File: src/rtl/ps2_pkg.sv
// ps2_pkg: shared state encoding, frame layout and parity helpers for the PS/2 frame generator.
package ps2_pkg;

    typedef enum logic [2:0] {IDLE, SETUP, LOW, HIGH, GAP} state_t;

    localparam int FRAME_BITS = 11;

    function automatic logic odd_parity(input logic [7:0] b);
        return ~^b;
    endfunction

    // Queued word is {err_stop, err_parity, data}; frame bit 0 goes out first.
    function automatic logic [FRAME_BITS-1:0] build_frame(input logic [9:0] w);
        return {~w[9], odd_parity(w[7:0]) ^ w[8], w[7:0], 1'b0};
    endfunction

endpackage

File: src/rtl/ps2_byte_fifo.sv
// ps2_byte_fifo: synchronous FIFO with registered occupancy; full/empty derive from the level count.
module ps2_byte_fifo
    import ps2_pkg::*;
#(
    parameter int DATA_W = 10,
    parameter int DEPTH  = 8
) (
    input  logic                     clk,
    input  logic                     rst_n,
    input  logic                     wr_en,
    input  logic [DATA_W-1:0]        wr_data,
    input  logic                     rd_en,
    output logic [DATA_W-1:0]        rd_data,
    output logic                     full,
    output logic                     empty,
    output logic [$clog2(DEPTH):0]   level
);

    localparam int AW = $clog2(DEPTH);
    localparam int LW = AW + 1;

    logic [DATA_W-1:0] mem [DEPTH];
    logic [AW-1:0]     wr_ptr, rd_ptr;
    logic              do_wr, do_rd;

    assign full    = level == LW'(DEPTH);
    assign empty   = level == '0;
    assign do_wr   = wr_en && !full;
    assign do_rd   = rd_en && !empty;
    assign rd_data = mem[rd_ptr];

    always_ff @(posedge clk) begin
        if (do_wr) mem[wr_ptr] <= wr_data;
    end

    always_ff @(posedge clk or negedge rst_n) begin
        if (!rst_n) begin
            wr_ptr <= '0;
            rd_ptr <= '0;
            level  <= '0;
        end else begin
            wr_ptr <= wr_ptr + AW'(do_wr);
            rd_ptr <= rd_ptr + AW'(do_rd);
            level  <= level + LW'(do_wr) - LW'(do_rd);
        end
    end

endmodule

File: src/rtl/ps2_frame_gen.sv
// ps2_frame_gen: device-side PS/2 transmitter; queues bytes and serialises each as an 11-bit frame
// with generated clock, error injection, host-inhibit abort/retry and frame counting.
module ps2_frame_gen
    import ps2_pkg::*;
#(
    parameter int CLK_DIV    = 5000,
    parameter int SETUP_CYC  = 5000,
    parameter int GAP_CYC    = 10000,
    parameter int FIFO_DEPTH = 8
) (
    input  logic                          SYS_CLK,
    input  logic                          reset,
    input  logic                          wr_en,
    input  logic [7:0]                    wr_data,
    input  logic                          err_parity,
    input  logic                          err_stop,
    input  logic                          enable,
    input  logic                          host_inhibit,
    input  logic                          ovf_clr,
    output logic                          ps2_clk_o,
    output logic                          ps2_data_o,
    output logic                          wr_ready,
    output logic                          busy,
    output logic [$clog2(FIFO_DEPTH):0]   fifo_level,
    output logic [15:0]                   frames_sent,
    output logic                          overflow
);

    localparam int MAXP = (CLK_DIV > SETUP_CYC) ? ((CLK_DIV > GAP_CYC) ? CLK_DIV : GAP_CYC)
                                                : ((SETUP_CYC > GAP_CYC) ? SETUP_CYC : GAP_CYC);
    localparam int CW   = $clog2(MAXP) + 1;

    state_t                state, state_n;
    logic [CW-1:0]         cnt, cnt_n;
    logic [3:0]            idx, idx_n, idx_p1;
    logic [FRAME_BITS-1:0] frame, frame_n;
    logic [9:0]            word, word_n, retry_word, rw_n, src, fifo_rd;
    logic                  retry_valid, rv_n, clk_n, data_n;
    logic                  pop, full, empty, inh_m, inh_s, start, abort;
    logic [15:0]           fs_n;

    ps2_byte_fifo #(
        .DATA_W (10),
        .DEPTH  (FIFO_DEPTH)
    ) u_fifo (
        .clk     (SYS_CLK),
        .rst_n   (reset),
        .wr_en   (wr_en),
        .wr_data ({err_stop, err_parity, wr_data}),
        .rd_en   (pop),
        .rd_data (fifo_rd),
        .full    (full),
        .empty   (empty),
        .level   (fifo_level)
    );

    assign wr_ready = !full;
    assign busy     = state != IDLE;
    assign idx_p1   = idx + 4'd1;
    assign src      = retry_valid ? retry_word : fifo_rd;
    assign start    = enable && (retry_valid || !empty) && !inh_s;
    // Once the stop bit's falling edge has gone out the frame is delivered, so inhibit no longer aborts it.
    assign abort    = inh_s && (state == SETUP || ((state == LOW || state == HIGH) && idx != 4'd10));

    always_ff @(posedge SYS_CLK or negedge reset) begin
        if (!reset) begin
            inh_m    <= 1'b0;
            inh_s    <= 1'b0;
            overflow <= 1'b0;
        end else begin
            inh_m    <= host_inhibit;
            inh_s    <= inh_m;
            overflow <= ovf_clr ? 1'b0 : (overflow || (wr_en && full));
        end
    end

    always_ff @(posedge SYS_CLK or negedge reset) begin
        if (!reset) begin
            state       <= IDLE;
            cnt         <= '0;
            idx         <= '0;
            frame       <= '1;
            word        <= '0;
            retry_word  <= '0;
            retry_valid <= 1'b0;
            ps2_clk_o   <= 1'b1;
            ps2_data_o  <= 1'b1;
            frames_sent <= '0;
        end else begin
            state       <= state_n;
            cnt         <= cnt_n;
            idx         <= idx_n;
            frame       <= frame_n;
            word        <= word_n;
            retry_word  <= rw_n;
            retry_valid <= rv_n;
            ps2_clk_o   <= clk_n;
            ps2_data_o  <= data_n;
            frames_sent <= fs_n;
        end
    end

    always_comb begin
        state_n = state;
        cnt_n   = cnt + 1'b1;
        idx_n   = idx;
        frame_n = frame;
        word_n  = word;
        rw_n    = retry_word;
        rv_n    = retry_valid;
        clk_n   = ps2_clk_o;
        data_n  = ps2_data_o;
        fs_n    = frames_sent;
        pop     = 1'b0;
        if (abort) begin
            state_n = GAP;
            cnt_n   = '0;
            clk_n   = 1'b1;
            data_n  = 1'b1;
            rv_n    = 1'b1;
            rw_n    = word;
        end else begin
            case (state)
                IDLE: begin
                    cnt_n = '0;
                    if (start) begin
                        state_n = SETUP;
                        word_n  = src;
                        frame_n = build_frame(src);
                        data_n  = 1'b0;
                        pop     = !retry_valid;
                        rv_n    = 1'b0;
                    end
                end
                SETUP: begin
                    if (cnt == CW'(SETUP_CYC - 1)) begin
                        state_n = LOW;
                        cnt_n   = '0;
                        idx_n   = '0;
                        clk_n   = 1'b0;
                    end
                end
                LOW: begin
                    if (cnt == CW'(CLK_DIV - 1)) begin
                        state_n = HIGH;
                        cnt_n   = '0;
                        clk_n   = 1'b1;
                        data_n  = (idx == 4'd10) ? 1'b1 : frame[idx_p1];
                    end
                end
                HIGH: begin
                    if (cnt == CW'(CLK_DIV - 1)) begin
                        cnt_n   = '0;
                        state_n = (idx == 4'd10) ? GAP : LOW;
                        fs_n    = (idx == 4'd10) ? frames_sent + 16'd1 : frames_sent;
                        idx_n   = (idx == 4'd10) ? idx : idx_p1;
                        clk_n   = idx == 4'd10;
                    end
                end
                GAP: begin
                    // After an abort the idle gap only starts counting once the host releases the clock.
                    if (retry_valid && inh_s) cnt_n = '0;
                    else if (cnt == CW'(GAP_CYC - 1)) begin
                        state_n = IDLE;
                        cnt_n   = '0;
                    end
                end
                default: state_n = IDLE;
            endcase
        end
    end

endmodule

File: config.mk
export PLATFORM = sky130hd
export DESIGN_NAME = ps2_frame_gen
export DESIGN_NICKNAME = d
export VERILOG_FILES = /design/src/rtl/ps2_pkg.sv /design/src/rtl/ps2_byte_fifo.sv /design/src/rtl/ps2_frame_gen.sv
export SDC_FILE = /design/constraint.sdc
export NUM_CORES = 1
export LEC_CHECK = 0
export BUFFER_PORTS_ARGS = -buffer_cell sky130_fd_sc_hd__buf_2
export CAP_MARGIN = 20
export CELL_PAD_IN_SITES_DETAIL_PLACEMENT = 0
export CELL_PAD_IN_SITES_GLOBAL_PLACEMENT = 2
export CORE_MARGIN = 2
export CORE_UTILIZATION = 48
export CTS_BUF_LIST = sky130_fd_sc_hd__clkbuf_8
export DETAILED_ROUTE_END_ITERATION = 10
export PLACE_DENSITY = 0.88
export SLEW_MARGIN = 20
export SYNTH_ARGS = -nofsm -noshare
export SYNTH_HDL_FRONTEND = slang
export SYNTH_SLANG_ARGS = --single-unit
File: constraint.sdc
create_clock -name SYS_CLK -period 4.74 [get_ports SYS_CLK]
set_input_delay 0.237 -clock SYS_CLK [delete_from_list [all_inputs] [get_ports SYS_CLK]]
set_output_delay 0.237 -clock SYS_CLK [all_outputs]
set_load 0.1 [all_outputs]
======== After elaboration in Yosys (flattened, before gate mapping) ========
Memory sizes are Yosys's and may differ from the RTL's.
Cells that the tools add are included.
W data, S select, Z words.
word-level totals
  flip-flop bits (word level) ............. 85
  RAM bits ................................ 80
  output and inout bits ................... 25
  memories kept ........................... 1
operators by class
  add/sub/neg operators ................... 7
  order comparisons ....................... 1
  equal/unequal tests ..................... 18
  multiplexer cells ....................... 39
  bitwise operators ....................... 3
  reductions and logical operators ........ 33
memory list
  name        depth  width  rd ports  clocked after Yosys merged registers in  write ports  RTL line             text
  u_fifo.mem  8      10     1         0                                        1            ps2_byte_fifo.sv:22  logic [DATA_W-1:0] mem [DEPTH];
operator list
  kind                     count
  $mux W15                 4
  $pmux W15 S3             1
  $mux W3                  8
  $mux W1                  17
  $add A16 B1 Y16 const B  1
  $add A15 B1 Y15 const B  1
  $eq A15 B13 Y1 const B   1
  $eq A15 B14 Y1 const B   1
  $pmux W3 S5              1
  $mux W4                  3
  $mux W10                 1
  $ne A3 B2 Y1 const B     3
  $ne A3 B3 Y1 const B     3
  $eq A4 B4 Y1 const B     2
  $logic_and A1 B1 Y1      8
  $pmux W4 S2              1
  $reduce_and A4 Y1        2
  $reduce_xnor A8 Y1       1
  $add A3 B1 Y3            2
  $eq A3 B2 Y1 const B     2
  $reduce_and A3 Y1        2
  $reduce_and A6 Y1        1
  $reduce_bool A2 Y1       3
  $reduce_bool A3 Y1       2
  other kinds (22)         30

======== Depth between registers and ports, before layout ========
  depth after elaboration ................. 10
  depth in mapped cells ................... 12

======== Modules after synthesis ========
From an unflattened synthesis, not the netlist that was laid out.
unflattened totals
  cells, all modules ...................... 555
  area total of the unflattened synthesis .. 7512.2 um2
modules (own cells, without submodules)
  module         instances  cells an instance  area each (um2)
  ps2_frame_gen  1          389                3881.2
  ps2_byte_fifo  1          166                3631.0

======== Least setup slack after synthesis ========
No wires, ideal clock.
  kind .................................... register to register
  start point ............................. register u_fifo.level[2]
  end point ............................... memory u_fifo.mem[0][0] (enable)
  setup time .............................. 0.390 ns
  data arrival time ....................... 3.153 ns
  path slack .............................. 1.197 ns
  cell stages (with the launch flop) ...... 7
  path buffers ............................ 0
  period minus slack after synthesis ...... 3.543 ns
  cells stage by stage .................... dfrtp_1 > inv_1 > ha_1 > nand2_1 > and2_1 > nand2b_1 > nor3_1
on the way
  word-level cells in the longest chain between the ends .. 5
ends and longest elaborated chain
  what                           RTL line             text
  start: declaration             ps2_byte_fifo.sv:16  output logic [$clog2(DEPTH):0] level
  start signal: assignment       ps2_byte_fifo.sv:44  level <= level + LW'(do_wr) - LW'(do_rd);
  $eq A4 B4 Y1                   ps2_byte_fifo.sv:26  assign full = level == LW'(DEPTH);
  $logic_not A1 Y1               --
  net wr_ready                   ps2_frame_gen.sv:22  output logic wr_ready,
  $logic_and A1 B1 Y1            ps2_byte_fifo.sv:28  assign do_wr = wr_en && !full;
  $mux W1                        ps2_byte_fifo.sv:33  if (do_wr) mem[wr_ptr] <= wr_data;
  $mux W1 (implied by the code)  ps2_byte_fifo.sv:33
  end: declaration               ps2_byte_fifo.sv:22
The timed path passes the listed nets, and every way through them passes these cells.

======== Worst setup path after layout ========
  start point ............................. register retry_valid
  end point ............................... register u_fifo.level[2]
on the way
  word-level cells in the longest chain between the ends .. 8
ends and longest elaborated chain
  what                              RTL line              text
  start: declaration                ps2_frame_gen.sv:38   logic retry_valid, rv_n, clk_n, data_n;
  start signal: assignment          ps2_frame_gen.sv:96   retry_valid <= rv_n;
  $logic_or A1 B1 Y1                ps2_frame_gen.sv:61   assign start = enable && (retry_valid || !empty) && !inh_s;
  $logic_and A1 B1 Y1 (2 in a row)  ps2_frame_gen.sv:61
  $mux W1 (*)                       ps2_frame_gen.sv:126  if (start) begin
  $mux W1 (*)                       ps2_frame_gen.sv:123  case (state)
  $mux W1 (*)                       ps2_frame_gen.sv:115  if (abort) begin
  $logic_and A1 B1 Y1 (*)           ps2_byte_fifo.sv:29   assign do_rd = rd_en && !empty;
  $sub A4 B1 Y4 (*)                 ps2_byte_fifo.sv:44
Every way passes the cells marked *; elsewhere a longest branch is shown, timed or not.
A chain may end at the register's enable or synchronous reset.

==> impl_metrics.py <==
metrics = {
    "logic_synthesis": {
        "ys_ff_latch": 165,
        "synth_edf_count": 80,
        "yosysWarnings": 0,
        "yosysMostFrequentCell": "edfxtp_1",
        "synth-main-ff-cell": "edfxtp_1",
        "syn_nets": 559,
        "synth_seq_area_share": 0.636,
        "async_flop_share": 0.515,
        "synth_area_sq_um": 7140,
        "synth_area_leaders": "edfxtp_1 34%, dfrtp_1 25%, mux4_2 5.7%",
        "synth_top_area_frac": 0.336,
        "postSynthCellCount": 528,
        "synth_top_area_cell": "edfxtp_1",
        "synth_cell_type_count": 51,
        "syn_area_per_cell_sq_um": 13.5,
        "synthTopCellsByCount": "80 x edfxtp_1, 72 x dfrtp_1, 71 x nand2_1",
    },
    "clock_network": {
        "cts.sinks": 165,
        "ctsResizeCount": 0,
        "cts-htree-levels": 4,
        "cts_root_buf": "clkbuf_8",
        "clk_latency_ns": 0.47,
        "cts_tree": "done",
        "cts.clk_slew.worst_paths_ns": 0.10,
        "cts_made_buffers": 17,
        "cts.path.max_buffers": 2,
        "cts_hold_buf": 4,
        "post_cts_buffers": 0,
    },
    "timing": {
        "worstMarginPinSlew_ns": 1.06,
        "fin_setup_tns_ns": 0,
        "finalHoldViolations": 0,
        "clock.fmax_mhz": 285,
        "setup_violations": 0,
        "clock-skew-final_ns": 0.0106,
        "timing.slew.headroom": 0.292,
        "drv_slew": 0,
        "fin_crit_ns": 3.51,
        "layout_setup_ws_ns": 1.23,
        "rsz0062_at_grt": "false",
        "period_share": 0.740,
    },
    "critical_path": {
        "critical_path.slowest_cell": "dfrtp_1",
        "critical_path_buf_inv_count": 3,
        "crit_top_cell": "inv_1",
        "endpoint_kind": "flip-flop",
        "critPathArrivalTime_ns": 3.87,
        "crit_family": "compound AO/OA/AOI/OAI gates",
        "reg2reg_depth": 10,
        "crit_chain": "inv_1, a311oi_1, nand2b_1, a211oi_1, ha_1, inv_1, ha_1, inv_1, fa_1, xnor2_1",
        "cp_max_fo": 22,
        "crit_path_start_kind": "flip-flop",
        "worstPathRequired_ns": 5.10,
        "r2r_slack_ns": 1.23,
        "r2r-end": "u_fifo.level[2]$_DFF_PN0_",
        "crit_path_max_incr_delay_ns": 0.75,
        "rr_startpoint": "retry_valid$_DFFE_PN0P_",
        "path_class": "reg -> reg",
    },
    "detailed_routing": {
        "first_pass_iters": 4,
        "via_per_inst": 5.23,
        "ant_nets": 0,
        "drc_errors": 0,
        "wl_per_cell_microns": 16.4,
        "vias": 4040,
        "drt_iter0_drc": 187,
        "routed_wl_mm": 12.7,
    },
    "final_layout": {
        "stdcell_area_sq_um": 7980,
        "layout-drive-gt1-share": 0.228,
        "fillCellCount": 1171,
        "nets": 607,
        "diodes": 0,
        "area_growth_pct": 11.7,
        "instances_no_fill": 773,
        "multiInputGateArea_sq_um": 2480,
        "register_area_sq_um": 4550,
    },
    "placement": {
        "place_area_sq_um": 7520,
        "gp_congestion": 0.741,
        "dp_hpwl_mm": 8.26,
        "placedCellCount": 737,
        "io_buffer_count": 40,
        "place_ws_ns": 1.19,
    },
    "die": {
        "core_region_area_sq_um": 14500,
        "ios": 41,
        "rows": 44,
        "die_h_microns": 126,
        "start_util": 0.491,
        "die_w_microns": 126,
        "dieArea_sq_um": 15900,
    },
    "job": {
        "cap_violations": 0,
    },
    "hold_path": {
        "min_from": "wr_data[2]",
        "hold_end": "u_fifo.mem[5][2]$_DFFE_PP_",
        "min_path_type": "in -> reg",
        "hold_depth": 1,
    },
    "grt": {
        "antenna_found_initial": 0,
        "grt_pass1_vias": 4045,
        "grt_overflow": 0,
        "track_usage": 0.172,
        "grt_pass1_wl_mm": 20.9,
        "grt_max_degree": 86,
    },
    "power_and_ir_drop": {
        "powerDensity_nw_per_um2": 570,
        "ir_drop_mv": 0.381,
        "leakage_uw": 0.00326,
    },
    "status": {
        "run_status": "finished clean",
    },
}
==> area by class of cell <==
| cell class | instances | area share |
|---|---|---|
| clock inverters | 15 | 0.0204 |
| repair buffers | 48 | 0.0347 |
| inverters | 13 | 0.00612 |
| clock buffers | 17 | 0.0293 |
| multi-input cells | 331 | 0.311 |
| flip-flops and latches | 165 | 0.570 |
| well taps | 184 | 0.0289 |
==> worst max path at each step <==
stage                                          from                    endpoint  slack [ns]  depth (start not counted)
after floorplan           u_fifo.level[2]$_DFF_PN0_  u_fifo.mem[0][0]$_DFFE_PP_        1.20                          6
after global placement      retry_valid$_DFFE_PN0P_   u_fifo.level[1]$_DFF_PN0_        1.34                         10
after CTS                   retry_valid$_DFFE_PN0P_   u_fifo.level[2]$_DFF_PN0_        1.16                         10
final                       retry_valid$_DFFE_PN0P_   u_fifo.level[2]$_DFF_PN0_        1.23                         10
after global routing        retry_valid$_DFFE_PN0P_   u_fifo.level[2]$_DFF_PN0_        0.86                         10
after detailed placement    retry_valid$_DFFE_PN0P_   u_fifo.level[2]$_DFF_PN0_        1.19                         10
==> sequential cells by signal, indices dropped and copies added, names as in the netlist <==
register       flops
u_fifo.wr_ptr      3
u_fifo.mem        80
inh_m              1
inh_s              1
u_fifo.rd_ptr      3
state              3
frame             11
overflow           1
cnt               15
retry_valid        1
ps2_clk_o          1
retry_word        10
idx                4
word              10
ps2_data_o         1
frames_sent       16
u_fifo.level       4
==> where the power goes <==
part           switching, uW  internal (uW)
Sequential               270           1850
Clock                    587            396
Combinational            818            629
Total                   1670           2870
==> placed cells by master (no fill, tap or decap), types with 3 or more instances in the layout <==
cell           count
edfxtp_1          80
nand2_1           71
dfrtp_1           71
nor2_1            51
buf_2             39
xnor2_1           24
mux2i_1           21
o21ai_0           18
mux4_2            18
clkbuf_8          17
xor2_1            15
ha_1              14
inv_1             13
mux2_2            13
dfstp_2           13
nand3_1           11
and3_1             9
nand2b_1           5
and2_1             5
nand4_1            5
nor2_2             5
a21oi_1            4
clkinv_4           4
inv_8              4
dlygate4sd3_1      4
buf_4              4
nor3_1             3
a21o_1             3
mux2_1             3
clkinv_8           3
inv_6              3
==> per-stage QoR <==
step                      total power [uW]   util  hold WS [ns]
after floorplan                       3280      -       -0.0586
after CTS                             4600  0.548       0.00318
after global placement                3570  0.517         0.335
final                                 4550  0.549        0.0338
after global routing                  4840  0.549        0.0102
after detailed placement              3610  0.517         0.336
==> cells by family after synthesis <==
group,count (synthesis),synth area share
adders and majority gates,15,0.0273
buffers and inverters,32,0.0205
and+or+nand+nor,180,0.115
muxes,57,0.117
xor gates and xnor gates,40,0.0510
AOI/OAI and AO/OA,39,0.0333
DFF,165,0.636
==> per-layer routing <==
| metal | GRT usage | share of wire | wire length [microns] | up-vias |
|---|---|---|---|---|
| met5 | 0 | 0 | 0 | - |
| met2 | 0.277 | 0.48 | 6120 | 63 |
| met3 | 0.0455 | 0.032 | 412 | 17 |
| li1 | - | - | - | 1971 |
| met4 | 0.0718 | 0.017 | 212 | 0 |
| met1 | 0.222 | 0.47 | 5960 | 1989 |
Power figures use the tool's default switching activity.
